File: src/rtl/rtc_mem_pkg.sv
// Shared types and constants for the RTC register-memory scanner.
// The optional alarm comparator is selected with RTC_ALARM_CMP_EN.
package rtc_mem_pkg;

  localparam int NREG_DEFAULT = 14;

  typedef enum logic [2:0] {
    ST_IDLE,
    ST_RD_ISSUE,
    ST_RD_CAPTURE,
    ST_WR,
    ST_COMMIT
  } state_t;

  localparam logic [3:0] ADDR_TIME_SEC    = 4'd0;
  localparam logic [3:0] ADDR_TIME_MIN    = 4'd1;
  localparam logic [3:0] ADDR_TIME_HOUR   = 4'd2;
  localparam logic [3:0] ADDR_TIME_DAY    = 4'd3;
  localparam logic [3:0] ADDR_ALARM_SEC   = 4'd4;
  localparam logic [3:0] ADDR_ALARM_MIN   = 4'd5;
  localparam logic [3:0] ADDR_ALARM_HOUR  = 4'd6;
  localparam logic [3:0] ADDR_ALARM_DAY   = 4'd7;
  localparam logic [3:0] ADDR_CHRONO_SEC  = 4'd8;
  localparam logic [3:0] ADDR_CHRONO_MIN  = 4'd9;
  localparam logic [3:0] ADDR_CHRONO_HOUR = 4'd10;
  localparam logic [3:0] ADDR_STATUS1     = 4'd11;
  localparam logic [3:0] ADDR_STATUS2     = 4'd12;
  localparam logic [3:0] ADDR_STATUS3     = 4'd13;

  localparam logic [7:0] FLAG_COPY_1TO2 = 8'h80;

endpackage

File: src/rtl/rtc_mem_scanner_alarm_cmp.sv
// Time/alarm equality comparator gated by the status enable bit.
// Only built when RTC_ALARM_CMP_EN is defined.
`ifdef RTC_ALARM_CMP_EN
module rtc_alarm_cmp (
  input  logic [31:0] time_v,
  input  logic [31:0] alarm_v,
  input  logic        en,
  output logic        hit
);

  assign hit = en && (time_v == alarm_v);

endmodule
`endif

File: src/rtl/rtc_mem_scanner.sv
// Port-1 initiator of the dual-bank RTC memory: periodic register scan with
// tear-free snapshots, host writes and bank commits. Alarm compare: RTC_ALARM_CMP_EN.
module rtc_mem_scanner
  import rtc_mem_pkg::*;
#(
  parameter int NREG = NREG_DEFAULT
) (
  input  logic        clk,
  input  logic        reset,
  input  logic        tick,
  input  logic        wr_req,
  input  logic [3:0]  wr_addr,
  input  logic [7:0]  wr_data,
  input  logic        commit_req,
  input  logic [7:0]  mem_q,
  output logic [3:0]  mem_add,
  output logic [7:0]  mem_dat,
  output logic        mem_w,
  output logic        mem_r,
  output logic [7:0]  mem_flags,
  output logic        wr_ack,
  output logic        commit_ack,
  output logic [31:0] time_q,
  output logic [31:0] alarm_q,
  output logic [23:0] chrono_q,
  output logic [23:0] status_q,
  output logic        scan_done,
  output logic        scan_overrun,
  output logic        alarm_hit
);

  state_t                 state;
  logic [3:0]             idx;
  logic                   scan_pend;
  logic [NREG-1:0][7:0]   stage;
  logic [NREG-1:0][7:0]   stage_nx;
  logic [31:0]            stage_time;
  logic [31:0]            stage_alarm;
  logic                   start;
  logic                   last;
  logic                   cmp_hit;

  // Staging as it will look after this cycle's capture, so the last byte
  // lands in the published snapshot on the same edge.
  always_comb begin
    stage_nx      = stage;
    stage_nx[idx] = mem_q;
  end

  assign stage_time  = {stage_nx[ADDR_TIME_DAY], stage_nx[ADDR_TIME_HOUR],
                        stage_nx[ADDR_TIME_MIN], stage_nx[ADDR_TIME_SEC]};
  assign stage_alarm = {stage_nx[ADDR_ALARM_DAY], stage_nx[ADDR_ALARM_HOUR],
                        stage_nx[ADDR_ALARM_MIN], stage_nx[ADDR_ALARM_SEC]};

  // scan_pend holds a request not yet started; it is consumed on leaving IDLE
  // so one tick during a running scan queues exactly one follow-up scan.
  assign start = (state == ST_IDLE) && !wr_req && !commit_req && (scan_pend || tick);
  assign last  = (idx == 4'(NREG - 1));

`ifdef RTC_ALARM_CMP_EN
  rtc_alarm_cmp u_alarm_cmp (
    .time_v  (stage_time),
    .alarm_v (stage_alarm),
    .en      (stage_nx[ADDR_STATUS1][0]),
    .hit     (cmp_hit)
  );
`else
  assign cmp_hit = 1'b0;
`endif

  always_ff @(posedge clk or negedge reset) begin
    if (!reset) begin
      state        <= ST_IDLE;
      idx          <= '0;
      scan_pend    <= 1'b0;
      stage        <= '0;
      mem_add      <= '0;
      mem_dat      <= '0;
      mem_w        <= 1'b0;
      mem_r        <= 1'b0;
      mem_flags    <= '0;
      wr_ack       <= 1'b0;
      commit_ack   <= 1'b0;
      time_q       <= '0;
      alarm_q      <= '0;
      chrono_q     <= '0;
      status_q     <= '0;
      scan_done    <= 1'b0;
      scan_overrun <= 1'b0;
      alarm_hit    <= 1'b0;
    end else begin
      mem_w      <= 1'b0;
      mem_r      <= 1'b0;
      mem_flags  <= '0;
      wr_ack     <= 1'b0;
      commit_ack <= 1'b0;
      scan_done  <= 1'b0;
      alarm_hit  <= 1'b0;

      if (tick && scan_pend) scan_overrun <= 1'b1;
      if (start)     scan_pend <= 1'b0;
      else if (tick) scan_pend <= 1'b1;

      unique case (state)
        ST_IDLE: begin
          if (wr_req) begin
            state   <= ST_WR;
            mem_w   <= 1'b1;
            mem_add <= wr_addr;
            mem_dat <= wr_data;
            wr_ack  <= 1'b1;
          end else if (commit_req) begin
            state      <= ST_COMMIT;
            mem_flags  <= FLAG_COPY_1TO2;
            commit_ack <= 1'b1;
          end else if (start) begin
            state   <= ST_RD_ISSUE;
            idx     <= '0;
            mem_r   <= 1'b1;
            mem_add <= '0;
          end
        end
        ST_RD_ISSUE: state <= ST_RD_CAPTURE;
        ST_RD_CAPTURE: begin
          stage[idx] <= mem_q;
          if (last) begin
            state     <= ST_IDLE;
            idx       <= '0;
            time_q    <= stage_time;
            alarm_q   <= stage_alarm;
            chrono_q  <= {stage_nx[ADDR_CHRONO_HOUR], stage_nx[ADDR_CHRONO_MIN],
                          stage_nx[ADDR_CHRONO_SEC]};
            status_q  <= {stage_nx[ADDR_STATUS3], stage_nx[ADDR_STATUS2],
                          stage_nx[ADDR_STATUS1]};
            scan_done <= 1'b1;
            alarm_hit <= cmp_hit;
          end else begin
            state   <= ST_RD_ISSUE;
            idx     <= idx + 4'd1;
            mem_r   <= 1'b1;
            mem_add <= idx + 4'd1;
          end
        end
        ST_WR:     state <= ST_IDLE;
        ST_COMMIT: state <= ST_IDLE;
        default:   state <= ST_IDLE;
      endcase
    end
  end

endmodule
File: config.mk
export PLATFORM = sky130hd
export DESIGN_NAME = rtc_mem_scanner
export DESIGN_NICKNAME = d
export VERILOG_FILES = /design/src/rtl/rtc_mem_pkg.sv /design/src/rtl/rtc_mem_scanner_alarm_cmp.sv /design/src/rtl/rtc_mem_scanner.sv
export SDC_FILE = /design/constraint.sdc
export NUM_CORES = 1
export LEC_CHECK = 0
export CORE_UTILIZATION = 48
export CTS_CLUSTER_DIAMETER = 30
export DETAILED_ROUTE_END_ITERATION = 8
export GPL_ROUTABILITY_DRIVEN = 0
export GPL_TIMING_DRIVEN = 0
export PLACE_DENSITY_LB_ADDON = 0.15
export SYNTH_ARGS = -nofsm -noshare
export SYNTH_HDL_FRONTEND = slang
export SYNTH_HIERARCHICAL = 1
export SYNTH_SLANG_ARGS = --single-unit
export TNS_END_PERCENT = 20
File: constraint.sdc
create_clock -name clk -period 1.7 [get_ports clk]
set_input_delay 0.34 -clock clk [delete_from_list [all_inputs] [get_ports clk]]
set_output_delay 0.34 -clock clk [all_outputs]
set_load 0.01 [all_outputs]
# == Word level (Yosys, flattened, before mapping) ==
# Cells that the tools add are included.
# word_totals
regBits,257
out_inout_bits,139
# classes
mux,33
order_cmp,2
eq_ne,10
reduce_logical,15
add_sub_neg,1
# ops
cell,count
$bwmux W112,1
$demux W8 S4,1
$mux W8,4
$mux W4,6
$pmux W4 S2,2
$mux W1,14
$mux W3,3
$pmux W3 S3,1
$ne A2 B2 Y1 const B,4
$reduce_and A4 Y1,2
$ne A3 B3 Y1 const B,2
$logic_and A1 B1 Y1,5
$lt A4 B5 Y1 const B,1
$add A4 B1 Y4 const B,1
$eq A4 B4 Y1 const B,1
$ge A4 B1 Y1 const B,1
$ne A4 B4 Y1 const B,1
$reduce_and A2 Y1,2
$reduce_bool A2 Y1,2
$eq A3 B1 Y1 const B,1
$eq A3 B2 Y1 const B,1
$logic_not A3 Y1,1
$logic_not A1 Y1,2
$pmux W1 S2,1
$logic_or A1 B1 Y1,1

# == Depth between registers and ports, before layout ==
# Gate-level depths: netlist of run 1.
# depth
word_depth,8
mapped_depth,9
depth_no_buf,6

# == Worst setup path before layout of run 1 ==
# Ideal clock, no wire load.
# synth_timing
path_type,register to register
startpoint,register idx[1]
endpoint,register mem_add[2]
slack_ps,-104
period_less_slack_ps,1804
required_time_ps,1618
path_stages_with_launch,8
setup_time_ps,82
path_buffers,1
arrival_ps,1722
path_cell_list,dfrtp_1 inv_1 ha_1 clkbuf_1 and4_1 a2111oi_4 nor2_1 a31oi_1
# synth_between
elab_chain_cells,3
# synth_lines
item,line,rtl
from (decl),rtc_mem_scanner.sv:33,logic [3:0] idx;
from (signal assigned),rtc_mem_scanner.sv:139,idx <= idx + 4'd1;
$add A4 B1 Y4 or $eq A4 B4 Y1 (tied branches),"rtc_mem_scanner.sv:141, rtc_mem_scanner.sv:58",
$mux W4 or $ne A2 B2 Y1 (tied branches),-,
$pmux W4 S2 or $reduce_and A4 Y1 (tied branches),-,
to (signal assigned),rtc_mem_scanner.sv:109,mem_add <= wr_addr;
to (signal assigned),rtc_mem_scanner.sv:141,mem_add <= idx + 4'd1;
to (decl),rtc_mem_scanner.sv:16,"output logic [3:0] mem_add,"
# Several ways; a longest one is shown, not always the timed one. The select of a mux whose other input is x is not followed.
# A chain may end at the register's enable or synchronous reset.

# == Final worst setup path of run 1 ==
# layout_timing
startpoint,register idx[0]
endpoint,register stage[96] (netlist bit)
# layout_between
elab_chain_cells,5
# layout_lines
item,line,rtl
$lt A4 B5 Y1 (implied by the code) or $ge A4 B1 Y1 (tied branches),rtc_mem_scanner.sv:125,stage[idx] <= mem_q;
$logic_and A1 B1 Y1 (implied by the code),rtc_mem_scanner.sv:125,
$mux W8 (implied by the code),rtc_mem_scanner.sv:125,
$demux W8 S4 *,rtc_mem_scanner.sv:125,
$bwmux W112 *,rtc_mem_scanner.sv:125,
"to (signal, indexed assignment)",rtc_mem_scanner.sv:125,
to (decl),rtc_mem_scanner.sv:35,logic [NREG-1:0][7:0] stage;
# Every way passes the cells marked *; elsewhere a longest branch is shown, timed or not.

==> results of run 1 <==
## worst max path at each step
stage	start	to	slack [ns]	cells past startpoint
2_1_floorplan	idx[0]	stage[100]	-0.04	5
3_3_place_gp	reset	alarm_q[17]	-10.0	1
3_5_place_dp	idx[0]	stage[96]	-0.39	5
4_1_cts	idx[2]	stage[9]	-0.03	4
5_1_grt	idx[0]	stage[35]	-0.1	6
6_report	idx[0]	stage[96]	-0.04	6
## through the flow
stage	setup TNS (ns)	instance area, sq um
6_report	-0.623	13000
5_1_grt	-5.05	13000
4_1_cts	-0.126	12900
3_5_place_dp	-53.65	11500
3_3_place_gp	-2455.92	11400
2_1_floorplan	-0.350	9530
## power groups by stage
stage,logic (W),clock network (W),registers (W)
3_3_place_gp,0.00617,0,0.00946
6_report,0.00607,0.00835,0.00938
5_1_grt,0.00665,0.00876,0.00968
3_5_place_dp,0.00631,0,0.00949
4_1_cts,0.00584,0.00846,0.00939
2_1_floorplan,0.00288,0,0.00969
## registers in the layout, summed over array words and instances (netlist names), 3 cells and up
name / count
idx: 4
status_q: 24
state: 3
mem_dat: 8
time_q: 32
chrono_q: 24
mem_add: 4
stage: 104
alarm_q: 32
## Yosys cell counts, drive strengths merged, types with 2 or more instances
| library cell | instances | area, sq um |
|---|---|---|
| mux2 | 112 | 1260 |
| nor2 | 11 | 48.8 |
| nand4b | 2 | 30.0 |
| nor3 | 3 | 31.3 |
| buf | 38 | 258 |
| clkbuf | 12 | 45.0 |
| and3 | 2 | 12.5 |
| inv | 4 | 15.0 |
| mux2i | 8 | 80.1 |
| dfrtp | 241 | 6030 |
| nand3 | 17 | 153 |
| o21ai | 10 | 50.1 |
| a31oi | 5 | 31.3 |
| ha | 4 | 50.1 |
| nand2 | 327 | 1230 |
| o22ai | 2 | 12.5 |
## kinds of logic after synthesis
logic type,count (synthesis),synth area share [%]
compound gates,23,1.66
flops,241,63.5
mux,120,14.1
fa+ha+maj,4,0.527
other cells,1,0.0395
xor+xnor,2,0.184
simple gates,369,16.6
buf+inv,54,3.35
## worst max-delay path, stage by stage, from the launching register on
cell and delay [ns]:
dfrtp_2 0.44, inv_2 0.14, ha_4 0.19, nand2_1 0.14
nor3_4 0.23, buf_12 0.15, mux2_2 0.34
## what timing repair did
item,CTS,global route
setup buffers,6,12
hold endpoints to repair,29,0
endpoints found under the setup margin,339,213
hold buffers,1,0
gates cloned,0,1
pin swaps,3,3
gates resized for setup,150,20
## area by class of cell
type	instances	area, sq um	area share, %
sequential	241	6040	46.3
clock buffer	52	1140	8.75
clock inverter	25	279	2.14
tap	265	332	2.54
multi-input combinational	526	3240	24.9
buffer	49	348	2.67
inverter	4	17.5	0.134
timing repair buffer	176	1640	12.6
## per-layer routing
layer / part of all wire, % / wire length [microns]
met4: 1.8 / 393
met1: 47 / 10700
met5: 0 / 0
met2: 45 / 10200
met3: 5.5 / 1230
==> qor.csv, run 1 <==
metric,value,unit
global routing usage on met3,4.66,%
Syn Inst Count,814,
part of the cycle the worst path needs,102,%
GR Util met1,32.7,%
DRT iter0 DRCs,285,
Worst VDD drop,0.892,mV
skew final,0.0153,ns
critical path class,register to register,
Post-synth EDFFs,0,
vias,6633,
cts bufs inserted,42,
Avg Inst Size Synth,11.7,sq um
sequential area share after synthesis,63.5,%
first-pass GRT wire length,35700,microns
ant diodes,0,
WL final,22400,microns
met2 Resource Use GR,35.9,%
critical path arrival,2.14,ns
initial core utilization,48.8,%
worst-margin pin slew,0.876,ns
synthesized area,9500,sq um
Die Ht,143,microns
core area,19500,sq um
core occupancy in the finished layout,67.0,%
root buffer cell,clkbuf_16,
HP Class,input port to register,
power share of the combinational group,25.5,%
Fillers,1559,
most frequent cells in the layout,"nand2_1, dfrtp_1, dlygate4sd2_1",
first-pass detailed-route iteration total,4,
min cycle time layout,1.74,ns
main flop type after synthesis,dfrtp_1,
I/O pins,164,
pwr dens,1830,nW/um^2
Final Hold Violating Endpoints,0,
"Cell Count, Final, Fillers Out",1338,
"commonest non-fill, non-tap cell in the layout",nand2_1,
Detail Route Antenna Nets,0,
"Setup violations, final",38,
Max-Cap Viols,0,
Max Root-Sink Buffers,3,
CTS tree,built,
clk_lat worst skew,0.53,ns
Post-layout nets,1069,
r2r setup slk,-0.04,ns
relative slew slack,41.6,%
Die X,143,microns
worst-case reg-to-reg path depth,6,
Sw Pwr,0.00711,W
largest net degree at the start of global routing,108,
Slew Limit Fails,0,
failing checks,negative setup slack,
Yosys warning count,6,
Hold Path Stages,3,
H-tree depth,2,
P&R area growth vs syn,37.2,%
Synth Register Bits,241,
detailed placement HPWL,14100,microns
Hold EP,mem_add[1],
FP Rows,51,
clock-pin transition on the worst setup and hold timing paths,0.05,ns
GRT Total Usage,23.1,%
vias in the first global route,6628,
Pleak,6.78,nW
Reg2Reg Capture Point,stage[96],
per-cell routed wire length,16.8,microns
share of layout cells above drive strength 1,25.6,%
Internal,0.0167,W
initial antenna violation count,0,
FMAX,574,MHz
total gr overflow,0,
Setup crit end kind,register,
Setup WS pre-CTS,-0.392,ns
hold wc startpoint,wr_req,
Post-Place Cells,1242,
worst hold margin,0.222,ns
Post-route DRC,0,
synth unique cells,42,
die footprint,20400,sq um
switching share of power,29.9,%
largest fanout on the critical path,8,
sequential share of power,39.4,%
IO Port Bufs,154,
RSZ-0062 raised after global routing,yes,
Crit path required time,2.10,ns
PnR Total Power,0.0238,W
Post-synth ARST share,100,%
outcome,finished with violations,
CTS sink count,241,
clock network fraction of total power,35.1,%
reg2reg start,idx[0],
vias per cell,4.96,
PnR worst setup slack,-0.0407,ns
CP Launch Type,register,
GRT busiest layer,met2,
No activity file was read; power rests on OpenSTA's default activity.
==> run 2, diff against run 1 <==
Settings changed: ABC_AREA from default to 1, CTS_CLUSTER_SIZE from default to 10.
==> run 2 against run 1 <==
The flow now finishes without violations. Core utilization fell by 0.36 points. Wire length is 27% higher. Sequential power down 2%. Register-to-register slack improved by 0.08 ns. Sequential share of layout area fell by 3.1 points. Clock skew grew 0.0076 ns. Total power up 13%. Combinational power up 43%. Via count up 36%.
==> qor.csv, run 2 <==
metric,value,unit,change
Worst path max stage delay,0.67,ns,was 0.44 ns
initial antenna violation count,0,,unchanged
critical path class,input port to register,,was register to register
WL final,28500,microns,was 22400 microns
vias in the first global route,8913,,was 6628
cell mode on critical path,nand2_1,,
vias,9028,,was 6633
per-cell routed wire length,16.1,microns,was 16.8 microns
Top reg by flops,stage,,unchanged
most frequent cells in the layout,"nand2_1, dfrtp_1, dlygate4sd2_1",,unchanged
clk_lat worst skew,0.54,ns,was 0.53 ns
largest fanout on the critical path,10,,was 8
first-pass detailed-route iteration total,5,,was 4
die footprint,21900,sq um,was 20400 sq um
Die X,148,microns,was 143 microns
Post-synth EDFFs,0,,unchanged
Reg2Reg Capture Point,alarm_q[12],,was stage[96]
reg2reg start,idx[1],,was idx[0]
Yosys warning count,6,,unchanged
Slew Limit Fails,0,,unchanged
ranking of synthesized cells by area,"dfrtp_1, nand2_1, o21ai_0, buf_2, a21oi_1",,"was dfrtp_1, mux2_2, nand2_1, buf_2, buf_4"
crit path to,stage[60],,was stage[96]
synthesized area,10200,sq um,was 9500 sq um
part of the cycle the worst path needs,99.8,%,was 102%
r2r setup slk,0.04,ns,was -0.04 ns
relative slew slack,43.6,%,was 41.6%
FP Rows,53,,was 51
Worst VDD drop,1.02,mV,was 0.892 mV
Finished Cell Area,14000,sq um,was 13000 sq um
"commonest non-fill, non-tap cell in the layout",nand2_1,,unchanged
Detail Route Antenna Nets,0,,unchanged
Avg Inst Size Synth,8.21,sq um,was 11.7 sq um
Post-route DRC,0,,unchanged
clock-pin transition on the worst setup and hold timing paths,0.05,ns,about the same
Post-layout nets,1490,,was 1069
RSZ-0062 raised after global routing,yes,,unchanged
I/O pins,164,,unchanged
CP Launch Type,input port,,was register
largest area contributor in the netlist,dfrtp_1,,unchanged
DRT iter0 DRCs,685,,was 285
flip-flop count of the largest register after layout,104,,unchanged
"top cells by count, synth","nand2_1, dfrtp_1, o21ai_0",,"was nand2_1, dfrtp_1, mux2_2"
GRT Total Usage,26.7,%,was 23.1%
first-pass GRT wire length,45900,microns,was 35700 microns
worst hold margin,0.192,ns,was 0.222 ns
largest net degree at the start of global routing,108,,unchanged
worst-margin pin slew,0.847,ns,was 0.876 ns
IO Port Bufs,154,,unchanged
share of the synthesized area in the top cell type,59.0,%,was 63.5%
skew final,0.0229,ns,was 0.0153 ns
min cycle time layout,1.70,ns,was 1.74 ns
Final Hold Violating Endpoints,0,,unchanged
cts bufs inserted,46,,was 42
main flop type after synthesis,dfrtp_1,,unchanged
Fillers,1782,,was 1559
CTS tree,built,,unchanged
Crit path required time,2.11,ns,was 2.10 ns
Setup crit end kind,register,,unchanged
synth unique cells,26,,was 42
Max-Cap Viols,0,,unchanged
H-tree depth,2,,unchanged
CTS sink count,241,,unchanged
detailed placement HPWL,17800,microns,was 14100 microns
Pleak,6.73,nW,was 6.78 nW
root buffer cell,clkbuf_16,,unchanged
P&R area growth vs syn,36.6,%,was 37.2%
total gr overflow,0,,unchanged
pwr dens,1930,nW/um^2,was 1830 nW/um^2
slowest CP cell,clkbuf_1,,was dfrtp_2
Die Ht,148,microns,was 143 microns
worst-case reg-to-reg path depth,7,,was 6
FMAX,590,MHz,was 574 MHz
"Setup violations, final",0,,was 38
Synth Register Bits,241,,unchanged
Post-synth ARST share,100,%,unchanged
outcome,"finished, final reports clean",,was finished with violations
initial core utilization,48.8,%,about the same
Syn Inst Count,1245,,was 814
DP Area,12200,sq um,was 11500 sq um
Top Registers,"stage: 104 flops, alarm_q: 32 flops, time_q: 32 flops",,unchanged
Crit. Startpoint,mem_q[4],,was idx[0]
core area,21000,sq um,was 19500 sq um
worst path cell trace,clkdlybuf4s50_1 -> inv_1 -> clkbuf_1 -> o21ai_0 -> nand2_1 -> nand2_1,,was inv_2 -> ha_4 -> nand2_1 -> nor3_4 -> buf_12 -> mux2_2
critical path arrival,2.11,ns,was 2.14 ns
ant diodes,0,,unchanged
Max Root-Sink Buffers,3,,unchanged
share of layout cells above drive strength 1,13.2,%,was 25.6%
sequential area share after synthesis,59.0,%,was 63.5%
vias per cell,5.10,,was 4.96
"count leader, synth",nand2_1,,unchanged
HP Class,input port to register,,unchanged
[run 2: cell count changes after synthesis, sizes merged, moves of 19 or more]
cell,previous run,this run
mux2,112,0
o21ai,10,141
nand2,327,652
a21oi,1,32
nor2,11,42
clkbuf,12,31
[run 2: cell families (layout without fill, tap and decap cells)]
| kind of cell | count (synthesis) | count (layout) | synth area share [%] |
|---|---|---|---|
| buffers and inverters | 106 | 350 | 4.85 |
| adders and majority gates | 4 | 4 | 0.490 |
| DFF | 241 | 241 | 59.0 |
| AOI/OAI and AO/OA | 175 | 175 | 8.62 |
| other | 1 | 8 | 0.0367 |
| and+or+nand+nor | 717 | 717 | 26.9 |
| xor gates and xnor gates | 1 | 1 | 0.0857 |
[run 2: critical path: cells and delay by family]
| family | cells | cell delay (ns) |
|---|---|---|
| buf+inv | 3 | 1.31 |
| simple gates | 2 | 0.17 |
| compound gates | 1 | 0.28 |
[run 2: repair_timing]
action / in CTS / in global routing
gates resized for setup: 195 / 93
setup endpoints to repair: 345 / 288
setup buffers: 2 / 1
cloned: 0 / 1
pin swaps: 1 / 0
hold endpoints to repair: 48 / 0
hold buffers: 1 / 0
[run 2: metrics by stage]
stage / power [W] / utilization [%] / worst slack (ns) / setup TNS, ns / cells
2_1_floorplan: 0.0139 / - / 0.141 / 0 / 1252
3_3_place_gp: 0.0179 / 57.9 / -10.10 / -2497.23 / 1681
3_5_place_dp: 0.0182 / 58.2 / -0.532 / -68.72 / 1683
4_1_cts: 0.0268 / 65.9 / -0.000157 / -0.000157 / 1769
5_1_grt: 0.0287 / 66.6 / -0.0850 / -1.19 / 1771
6_report: 0.0270 / 66.6 / 0.00420 / 0 / 1771
[run 2: cell type report]
class                   instances  area (sq um)  share of cell area, %
multi-input cells             905          3890                   27.9
flip-flops and latches        241          6030                   43.2
repair buffers                161          1490                   10.7
plain buffers                  83           533                   3.82
well taps                     275           344                   2.47
inverters                      23          92.6                  0.663
clock inverters                28           314                   2.25
clock buffers                  55          1260                   9.00
[run 2: worst min-delay path by stage]
stage | from | cells after the start | endpoint | slack (ns)
finish | wr_req | 3 | state[1] | 0.19
global placement | scan_overrun | 1 | scan_overrun | 0.44
global route | wr_req | 3 | state[1] | 0.21
detailed placement | reset | 1 | alarm_q[22] | 0.26
floorplan | reset | 0 | alarm_q[0] | 0.04
CTS | wr_req | 3 | state[1] | 0.18
[run 2: where the power goes]
part / internal [W] / total (W) / switching [W]
Combinational: 0.00337 / 0.00867 / 0.00530
Clock: 0.00603 / 0.00911 / 0.00308
Sequential: 0.00796 / 0.00923 / 0.00126
[run 2: metal layers]
layer / vias to the layer above / global-route usage (%) / routed length [microns]
met4: 0 / 10.5 / 713
met5: - / 0 / 0
met1: 4306 / 36.8 / 12700
met2: 322 / 42.3 / 13300
li1: 4341 / - / -
met3: 59 / 4.60 / 1850
==> run 3, diff against run 2 <==
Settings changed: PLACE_DENSITY from default to 0.86, PLACE_DENSITY_LB_ADDON 0.15 to default.
==> run 3 against run 2 <==
The flow now finishes with violations (negative setup slack). Register-to-register slack worse by 0.05 ns. Sequential share of layout area is 0.59 points higher. Wire length is 0.34% lower. Total power is 2.0% lower. Core utilization is 0.88 points lower. Combinational power hardly changed. Sequential power hardly changed. Via count is 3.4% higher. Final cell count is 0.56% lower. Non-clock buffer count is 5 lower. Critical endpoint is now stage[69]. Largest power group unchanged.
==> qor.csv, run 3 (synthesized netlist as in run 2, its figures left out) <==
metric,value,unit,change
IO Port Bufs,154,,unchanged
vias per cell,5.30,,was 5.10
Die X,148,microns,unchanged
failing checks,negative setup slack,,
per-cell routed wire length,16.2,microns,was 16.1 microns
cts bufs inserted,43,,was 46
clk_lat worst skew,0.52,ns,was 0.54 ns
critical path class,register to register,,was input port to register
Crit. Startpoint,state[1],,was mem_q[4]
ant diodes,0,,unchanged
critical path arrival,2.16,ns,was 2.11 ns
Max-Cap Viols,0,,unchanged
first-pass detailed-route iteration total,5,,unchanged
reg2reg start,state[1],,was idx[1]
"Setup violations, final",1,,was 0
worst-margin pin slew,0.802,ns,was 0.847 ns
core area,21000,sq um,unchanged
I/O pins,164,,unchanged
Post-layout nets,1482,,was 1490
worst hold margin,0.212,ns,was 0.192 ns
skew final,0.0187,ns,was 0.0229 ns
min cycle time layout,1.71,ns,was 1.70 ns
CP Launch Type,register,,was input port
Detail Route Antenna Nets,0,,unchanged
GRT Total Usage,26.6,%,was 26.7%
largest net degree at the start of global routing,125,,was 108
most frequent cells in the layout,"nand2_1, dfrtp_1, dlygate4sd2_1",,unchanged
FMAX,586,MHz,was 590 MHz
vias in the first global route,9184,,was 8913
"commonest non-fill, non-tap cell in the layout",nand2_1,,unchanged
total gr overflow,0,,unchanged
initial antenna violation count,0,,unchanged
Post-Place Cells,1682,,was 1683
share of layout cells above drive strength 1,12.5,%,was 13.2%
relative slew slack,46.5,%,was 43.6%
Top reg by flops,stage,,unchanged
initial core utilization,48.8,%,unchanged
HP Class,input port to register,,unchanged
outcome,finished with violations,,"was finished, final reports clean"
Post-route DRC,0,,unchanged
root buffer cell,clkbuf_16,,unchanged
WL final,28400,microns,was 28500 microns
"Cell Count, Final, Fillers Out",1761,,was 1771
pwr dens,1920,nW/um^2,was 1930 nW/um^2
Crit path required time,2.16,ns,was 2.11 ns
Top Registers,"stage: 104 flops, alarm_q: 32 flops, time_q: 32 flops",,unchanged
H-tree depth,2,,unchanged
part of the cycle the worst path needs,100,%,was 99.8%
first-pass GRT wire length,45900,microns,about the same
Multi-input gate area,3890,sq um,unchanged
DRT iter0 DRCs,805,,was 685
Die Ht,148,microns,unchanged
P&R area growth vs syn,34.8,%,was 36.6%
r2r setup slk,-0.007,ns,was 0.04 ns
flip-flop count of the largest register after layout,104,,unchanged
CTS sink count,241,,unchanged
PnR worst setup slack,-0.00709,ns,was 0.00420 ns
hold wc startpoint,wr_req,,unchanged
Max Root-Sink Buffers,3,,unchanged
Setup crit end kind,register,,unchanged
FP Rows,53,,unchanged
Final Hold Violating Endpoints,0,,unchanged
Slew Limit Fails,0,,unchanged
FF/Latch Area,6030,sq um,about the same
Worst VDD drop,0.963,mV,was 1.02 mV
CTS tree,built,,unchanged
largest fanout on the critical path,10,,unchanged
RSZ-0062 raised after global routing,yes,,unchanged
Fillers,1662,,was 1782
vias,9333,,was 9028
detailed placement HPWL,18100,microns,was 17800 microns
Pleak,6.67,nW,was 6.73 nW
clock-pin transition on the worst setup and hold timing paths,0.05,ns,about the same
die footprint,21900,sq um,unchanged
==> run 3: through the flow <==
stage / setup TNS, ns / setup slack, ns / power (W) / util [%] / cell area [sq um]
after global placement: -2396.01 / -9.72 / 0.0178 / 57.9 / 12100
after CTS: -0.199 / -0.0422 / 0.0262 / 65.1 / 13700
after detailed placement: -65.43 / -0.465 / 0.0182 / 58.0 / 12200
after floorplan: 0 / 0.141 / 0.0139 / - / 10200
final: -0.00709 / -0.00709 / 0.0265 / 65.7 / 13800
after global routing: -2.24 / -0.0991 / 0.0280 / 65.7 / 13800
==> run 3: timing repair <==
item / 4_1_cts / 5_1_grt
gates cloned: 0 / 0
buffers inserted: 0 / 1
pin swaps: 0 / 1
hold buffers: 1 / 0
setup endpoints to repair: 345 / 335
endpoints found under the hold margin: 117 / 0
gates resized for setup: 201 / 89
==> run 3: worst paths after layout <==
check,depth (start not counted),to
min in group asynchronous,2,alarm_q[10]
hold / removal,3,state[1]
setup reg to reg,6,stage[69]
max in group asynchronous,3,mem_dat[7]
setup / recovery,6,stage[69]
hold reg to reg,2,status_q[20]
==> run 3: metal layers <==
| metal | vias up | wire length [microns] | global-route usage [%] |
|---|---|---|---|
| met5 | - | 0 | 0 |
| met4 | 0 | 995 | 13.0 |
| li1 | 4332 | - | - |
| met3 | 80 | 2230 | 5.52 |
| met1 | 4539 | 11600 | 34.6 |
| met2 | 382 | 13600 | 42.5 |
==> run 3: worst max-delay path: stages, from the launching register on <==
cell and delay, ns:
dfrtp_1 0.35, buf_2 0.16, nand2_2 0.19, buf_2 0.33, clkbuf_1 0.39, nand2_1 0.13
nand2_1 0.11
==> run 3: area by class of cell <==
| cell class | instances | share of cell area (%) |
|---|---|---|
| Buffer | 82 | 3.75 |
| Clock buffer | 52 | 8.73 |
| Clock inverter | 26 | 1.90 |
| Inverter | 23 | 0.663 |
| Multi-Input combinational cell | 905 | 28.3 |
| Sequential cell | 241 | 43.8 |
| Tap cell | 275 | 2.50 |
| Timing Repair Buffer | 157 | 10.4 |
==> run 3: power breakdown <==
group | total, W | leakage (nW) | switching (W) | internal (W)
registers | 0.00924 | 2.75 | 0.00128 | 0.00796
logic | 0.00865 | 3.20 | 0.00533 | 0.00331
clock network | 0.00857 | 0.718 | 0.00292 | 0.00564
